$ cat src/rtl/esc_pkg.sv
// Shared types and constants for the register-port arbiter slice.
// Latency: n/a (types, constants and one elaboration-time helper only).
// Backpressure: n/a.
package esc_pkg;

   // Arbiter FSM encoding
   typedef enum logic [1:0] {
      ST_IDLE    = 2'd0,
      ST_ISSUE   = 2'd1,
      ST_RD_WAIT = 2'd2,
      ST_DONE    = 2'd3
   } arb_state_t;

   // Supported register-file read latency window
   localparam int RD_LAT_MIN = 1;
   localparam int RD_LAT_MAX = 3;

   // Width of the RD_WAIT down-counter, sized for the slowest register file
   localparam int CNT_W = $clog2(RD_LAT_MAX + 1);

   // Master IDs: m0 is the I2C slave, m1 the autotune/telemetry master
   localparam logic M0 = 1'b0;
   localparam logic M1 = 1'b1;

   // Owner and direction of the access currently in flight
   typedef struct packed {
      logic owner;
      logic we;
   } acc_ctl_t;

   // Pins an out-of-range read latency to the nearest supported value so the
   // counter always has a defined load value.
   function automatic logic [CNT_W-1:0] rd_lat_clamp(input int lat);
      logic [CNT_W-1:0] v;
      if (lat < RD_LAT_MIN) begin
         v = CNT_W'(RD_LAT_MIN);
      end else if (lat > RD_LAT_MAX) begin
         v = CNT_W'(RD_LAT_MAX);
      end else begin
         v = CNT_W'(lat);
      end
      return v;
   endfunction

endpackage

$ cat src/rtl/rr_grant2.sv
// Two-master round-robin grant decision with an m0 burst lock.
// Latency: purely combinational, zero cycles.
// Backpressure: none; the caller only consumes the grant while it is idle.
module rr_grant2
   import esc_pkg::*;
(
   input  logic i_m0_req,
   input  logic i_m1_req,
   input  logic i_m0_lock,
   input  logic i_last_gnt,
   output logic o_gnt_vld,
   output logic o_gnt_id
);

   logic w_m0_hold;
   logic w_m1_ok;

   // m0 keeps the port while it holds the lock and owned the last access,
   // even across gaps where its req is low.
   assign w_m0_hold = i_m0_lock & (i_last_gnt == M0);
   assign w_m1_ok   = i_m1_req & ~w_m0_hold;

   // Pick a winner: single requester wins, a tie goes to the master not served last
   always_comb begin
      o_gnt_vld = i_m0_req | w_m1_ok;
      o_gnt_id  = M0;
      if (i_m0_req && w_m1_ok) begin
         o_gnt_id = (i_last_gnt == M0) ? M1 : M0;
      end else if (w_m1_ok) begin
         o_gnt_id = M1;
      end
   end

endmodule

$ cat src/rtl/reg_port_arbiter.sv
// Shares one register-file port between the I2C slave (m0) and the internal master (m1).
// Latency: grant to ack is 2 cycles for writes, 2 + RD_LAT cycles for reads.
// Backpressure: req is held until ack; a loser simply waits, one access in flight at a time.
module reg_port_arbiter
   import esc_pkg::*;
#(
   parameter int IDX_W  = 8,
   parameter int DATA_W = 8,
   parameter int RD_LAT = 1
)(
   input  logic              clk,
   input  logic              rst,
   // master 0 (I2C slave)
   input  logic              m0_req,
   input  logic              m0_we,
   input  logic [IDX_W-1:0]  m0_index,
   input  logic [DATA_W-1:0] m0_wdata,
   input  logic              m0_lock,
   output logic              m0_ack,
   output logic [DATA_W-1:0] m0_rdata,
   // master 1 (autotune / telemetry)
   input  logic              m1_req,
   input  logic              m1_we,
   input  logic [IDX_W-1:0]  m1_index,
   input  logic [DATA_W-1:0] m1_wdata,
   output logic              m1_ack,
   output logic [DATA_W-1:0] m1_rdata,
   // register-file port
   output logic              write,
   output logic              read_1,
   output logic [IDX_W-1:0]  index_1,
   output logic [DATA_W-1:0] data_in,
   input  logic [DATA_W-1:0] data_out_1,
   // status
   output logic              busy
);

   localparam logic [CNT_W-1:0] RD_LAT_C = rd_lat_clamp(RD_LAT);

   arb_state_t        r_state;
   arb_state_t        w_state_nxt;
   logic [CNT_W-1:0]  r_cnt;
   acc_ctl_t          r_acc;
   logic              r_last_gnt;
   logic [IDX_W-1:0]  r_index;
   logic [DATA_W-1:0] r_wdata;
   logic [DATA_W-1:0] r_m0_rdata;
   logic [DATA_W-1:0] r_m1_rdata;

   logic              w_gnt_vld;
   logic              w_gnt_id;
   logic              w_take;
   logic              w_rd_last;
   logic              w_sel_we;
   logic [IDX_W-1:0]  w_sel_index;
   logic [DATA_W-1:0] w_sel_wdata;

   rr_grant2 u_rr_grant2 (
      .i_m0_req   (m0_req),
      .i_m1_req   (m1_req),
      .i_m0_lock  (m0_lock),
      .i_last_gnt (r_last_gnt),
      .o_gnt_vld  (w_gnt_vld),
      .o_gnt_id   (w_gnt_id)
   );

   // Ports are only looked at in IDLE; elsewhere the registered access drives everything
   assign w_take    = (r_state == ST_IDLE) & w_gnt_vld;
   assign w_rd_last = (r_state == ST_RD_WAIT) & (r_cnt == CNT_W'(1));

   // Route the winning master's request fields toward the access register
   always_comb begin
      w_sel_we    = m0_we;
      w_sel_index = m0_index;
      w_sel_wdata = m0_wdata;
      if (w_gnt_id == M1) begin
         w_sel_we    = m1_we;
         w_sel_index = m1_index;
         w_sel_wdata = m1_wdata;
      end
   end

   // FSM state register
   always_ff @(posedge clk) begin
      if (!rst) begin
         r_state <= ST_IDLE;
      end else begin
         r_state <= w_state_nxt;
      end
   end

   // FSM next-state decode
   always_comb begin
      w_state_nxt = r_state;
      case (r_state)
         ST_IDLE:    if (w_gnt_vld) w_state_nxt = ST_ISSUE;
         ST_ISSUE:   w_state_nxt = r_acc.we ? ST_DONE : ST_RD_WAIT;
         ST_RD_WAIT: if (r_cnt == CNT_W'(1)) w_state_nxt = ST_DONE;
         ST_DONE:    w_state_nxt = ST_IDLE;
         default:    w_state_nxt = ST_IDLE;
      endcase
   end

   // Read-latency down-counter: loaded alongside the read strobe, drained in RD_WAIT
   always_ff @(posedge clk) begin
      if (!rst) begin
         r_cnt <= '0;
      end else if ((r_state == ST_ISSUE) && !r_acc.we) begin
         r_cnt <= RD_LAT_C;
      end else if (r_state == ST_RD_WAIT) begin
         r_cnt <= r_cnt - CNT_W'(1);
      end
   end

   // Access register and last-grant memory, captured only on a grant
   always_ff @(posedge clk) begin
      if (!rst) begin
         r_acc      <= '0;
         r_last_gnt <= M1;
         r_index    <= '0;
         r_wdata    <= '0;
      end else if (w_take) begin
         r_acc.owner <= w_gnt_id;
         r_acc.we    <= w_sel_we;
         r_last_gnt  <= w_gnt_id;
         r_index     <= w_sel_index;
         // reads leave the write-data bus untouched so the register file sees no toggling
         if (w_sel_we) begin
            r_wdata <= w_sel_wdata;
         end
      end
   end

   // Per-master read data, captured on the cycle the register file output is valid
   always_ff @(posedge clk) begin
      if (!rst) begin
         r_m0_rdata <= '0;
         r_m1_rdata <= '0;
      end else if (w_rd_last) begin
         if (r_acc.owner == M0) begin
            r_m0_rdata <= data_out_1;
         end else begin
            r_m1_rdata <= data_out_1;
         end
      end
   end

   // FSM output decode: strobes and acks are pure functions of state and owner
   always_comb begin
      write  = (r_state == ST_ISSUE) &  r_acc.we;
      read_1 = (r_state == ST_ISSUE) & ~r_acc.we;
      m0_ack = (r_state == ST_DONE)  & (r_acc.owner == M0);
      m1_ack = (r_state == ST_DONE)  & (r_acc.owner == M1);
      busy   = (r_state != ST_IDLE);
   end

   assign index_1  = r_index;
   assign data_in  = r_wdata;
   assign m0_rdata = r_m0_rdata;
   assign m1_rdata = r_m1_rdata;

endmodule

$ cat config.mk
export PLATFORM = sky130hd
export DESIGN_NAME = reg_port_arbiter
export DESIGN_NICKNAME = d
export VERILOG_FILES = /design/src/rtl/esc_pkg.sv /design/src/rtl/rr_grant2.sv /design/src/rtl/reg_port_arbiter.sv
export SDC_FILE = /design/constraint.sdc
export NUM_CORES = 1
export LEC_CHECK = 0
export ABC_AREA = 1
export CORE_ASPECT_RATIO = 1.2
export CORE_UTILIZATION = 40
export CTS_BUF_LIST = sky130_fd_sc_hd__clkbuf_8
export DETAILED_ROUTE_END_ITERATION = 6
export GPL_ROUTABILITY_DRIVEN = 0
export HOLD_SLACK_MARGIN = 0.03
export MAX_ROUTING_LAYER = met4
export PLACE_DENSITY = 0.87
export SYNTH_ARGS = -nofsm -noshare
export SYNTH_HDL_FRONTEND = slang
export SYNTH_SLANG_ARGS = --single-unit
$ cat constraint.sdc
create_clock -name clk -period 2.9 [get_ports clk]
set_input_delay 0.29 -clock clk [delete_from_list [all_inputs] [get_ports clk]]
set_output_delay 0.29 -clock clk [all_outputs]
set_load 0.005 [all_outputs]
==> summary.md <==
| Metric | Value |
|---|---|
| Outcome | `completed` |
| Max clock buf depth | `2` |
| Min Clock Period, post-route | `1990 ps` |
| Setup CP Type | `reg -> out` |
| Total track usage | `20.6%` |
| Clock share of power | `18.4%` |
| Setup slack after layout | `911 ps` |
| # hold bufs at CTS | `0` |
| Commonest non-fill, non-tap cell in the layout | `clkdlybuf4s50_1` |
| Final setup violation count | `0` |
| Register area share after synthesis | `43.3%` |
| Crit-path slowest cell | `clkdlybuf4s50_1` |
| # resized after CTS | `0` |
| Top Family by Delay on Critical Path | `buffers and inverters` |
| Crit path DAT | `1700 ps` |
| Layout net count | `396` |
| Port buffer count | `83` |
| CTS H-Tree Depth | `2` |
| GR Overflow Total | `0` |
| CTS tree | `yes` |
| Total iterations of the first detailed-routing run | `4` |
| Worst hold slack | `446 ps` |
| Distinct cells, synth | `20` |
| Max-cap violation count | `0` |
| Antenna Violating Nets Remaining | `0` |
| Crit. End Element | `output port` |
| Worst-margin pin slew | `893 ps` |
| Die Span Y | `75.5 um` |
| Number of synthesis warnings | `0` |
| Combinational share of power | `43.4%` |
| DR vias | `1,823` |
| Reg clk slew, reported paths | `80 ps` |
| Clock Sinks | `39` |
| Max-slew violations | `0` |
| Hpwl dp | `3390 um` |
| Initial antenna violation count | `0` |
| Row count | `26` |
| Die ar. | `4780 um2` |
| Global-route wire length before repair | `7510 um` |
| Max Clk Rate | `503 MHz` |
| Residual DRC | `0` |
| Final hold vios | `0` |
| Worst path most repeated cell | `inv_1` |
| Slew HR | `40.3%` |
| Combined area of the multi-input logic cells | `842 um2` |
| Core area | `4290 um2` |
| Cts bufs inserted | `5` |
| Inserted Diodes | `0` |
| LEAKAGE | `1.22 nW` |
| CP Data Required Time | `2610 ps` |
| DR vias/cell | `4.55` |
| CP Buf/Inv Count | `3` |
| Initial Util | `42.0%` |
| Startpoint types | `register` |
| Net Count, Synth | `314` |
| Largest net degree at the start of global routing | `32` |
| Int Power | `1.25 mW` |
| Die X | `63.3 um` |
| Worst path max stage delay | `530 ps` |
| Switching portion of total power | `35.7%` |
| Cell count after synthesis | `262` |
| Vias in the first global route | `1,697` |
| Netlist Area Pre-Place | `1800 um2` |
| Flop2flop setup slack | `1150 ps` |
| Top Ports | `84` |
| Wire per inst | `11.3 um` |
| Worst-Skew Late Latency | `290 ps` |
| Average size of a mapped cell | `6.88 um2` |
| Flop pwr share | `38.2%` |
| Root Buffer | `clkbuf_8` |
| Max VDD drop | `0.000421 V` |
| Clk_skew | `7.79 ps` |
| Dpl ws | `942 ps` |
| Net switching power | `0.694 mW` |
| Iter 0 DRT Violations | `116` |
| RSZ-0062 raised after global routing | `false` |
| Worst hold path type | `reg -> reg` |
| Most frequent cells in the layout | `83 x clkdlybuf4s50_1, 70 x nand2_1, 45 x nor2_1` |
| Max FO, Critical Path | `4` |
| Fin crit share | `68.6%` |
| Layout Area Growth over Synthesis | `52.2%` |
| Layout cell share with drive strength beyond 1 | `4.93%` |
| Post-CTS Setup Inserts | `0` |
| Register area | `781 um2` |
| Overall routed net length | `4510 um` |
| CP Cell Sequence | `inv_1 > ha_1 > inv_1 > clkdlybuf4s50_1` |
| Filler cell count | `373` |
| Yosys reg bits | `39` |
| Power per cell area | `708 nW/um2` |
| Setup TNS Final | `0 ps` |
-- metrics by stage --
step                      cells  cell area (um2)  total power, mW  utilization (%)
after floorplan             262             1800             1.23                -
after global placement      393             2660             1.57             61.8
after detailed placement    393             2660             1.59             61.8
after CTS                   401             2740             1.95             63.9
after global routing        401             2740             2.10             63.9
final                       401             2740             1.94             63.9
-- Yosys cell counts (all sizes together) --
cell	n	area, um2
nand4	1	6.26
ha	5	62.6
nor2	45	169
dfxtp	39	781
clkbuf	3	11.3
a21oi	22	121
buf	6	45.0
nand2	74	303
o21ai	26	130
inv	33	124
o211ai	2	15.0
nor3	1	5.00
nand3	5	30.0
-- metal layers --
metal  track usage (%)  part of all wire (%)
met1              22.6                    44
met2              37.5                    51
met3              4.34                   4.2
met4              7.07                  0.60
met5                 -                     0
-- cell families (layout without fill, tap and decap cells) --
| logic type | count (synthesis) | count (layout) | share of synthesized area [%] |
|---|---|---|---|
| simple gates | 126 | 126 | 28.5 |
| compound gates | 50 | 50 | 14.8 |
| flops | 39 | 39 | 43.3 |
| buf+inv | 42 | 125 | 9.99 |
| fa+ha+maj | 5 | 5 | 3.47 |
-- worst register-to-register path: cells and delay by family, from the launching register on --
family | cells | cell delay [ps]
DFF | 1 | 350
and+or+nand+nor | 4 | 660
buffers and inverters | 2 | 340
adders and majority gates | 1 | 300
-- path summary, 6_finish.rpt --
| kind | end | cells after the start | from |
|---|---|---|---|
| hold / removal | m1_rdata[5] | 2 | m1_rdata[5] |
| setup reg to reg | m0_rdata[5] | 7 | r_state[0] |
| hold reg to reg | m1_rdata[5] | 2 | m1_rdata[5] |
| setup / recovery | busy | 4 | r_state[0] |
-- sequential cells by signal, summed over array words and instances, names as in the netlist --
| name | flops |
|---|---|
| index_1 | 8 |
| m1_rdata | 8 |
| r_cnt | 2 |
| r_state | 2 |
| r_acc | 2 |
| m0_rdata | 8 |
| r_last_gnt | 1 |
| data_in | 8 |
-- power groups by stage --
stage,registers [mW],logic (mW),clock network (mW)
5_1_grt,0.758,0.954,0.392
4_1_cts,0.742,0.846,0.368
2_1_floorplan,0.749,0.486,0
3_3_place_gp,0.748,0.822,0
3_5_place_dp,0.752,0.841,0
6_report,0.742,0.842,0.357
-- area by class of cell --
class	count	share of cell area (%)
Multi-Input combinational cell	181	30.7
Timing Repair Buffer	84	30.6
Sequential cell	39	28.5
Inverter	33	4.51
Tap cell	56	2.55
Clock buffer	5	2.51
Clock inverter	3	0.730
Power figures use the tool's default switching activity.
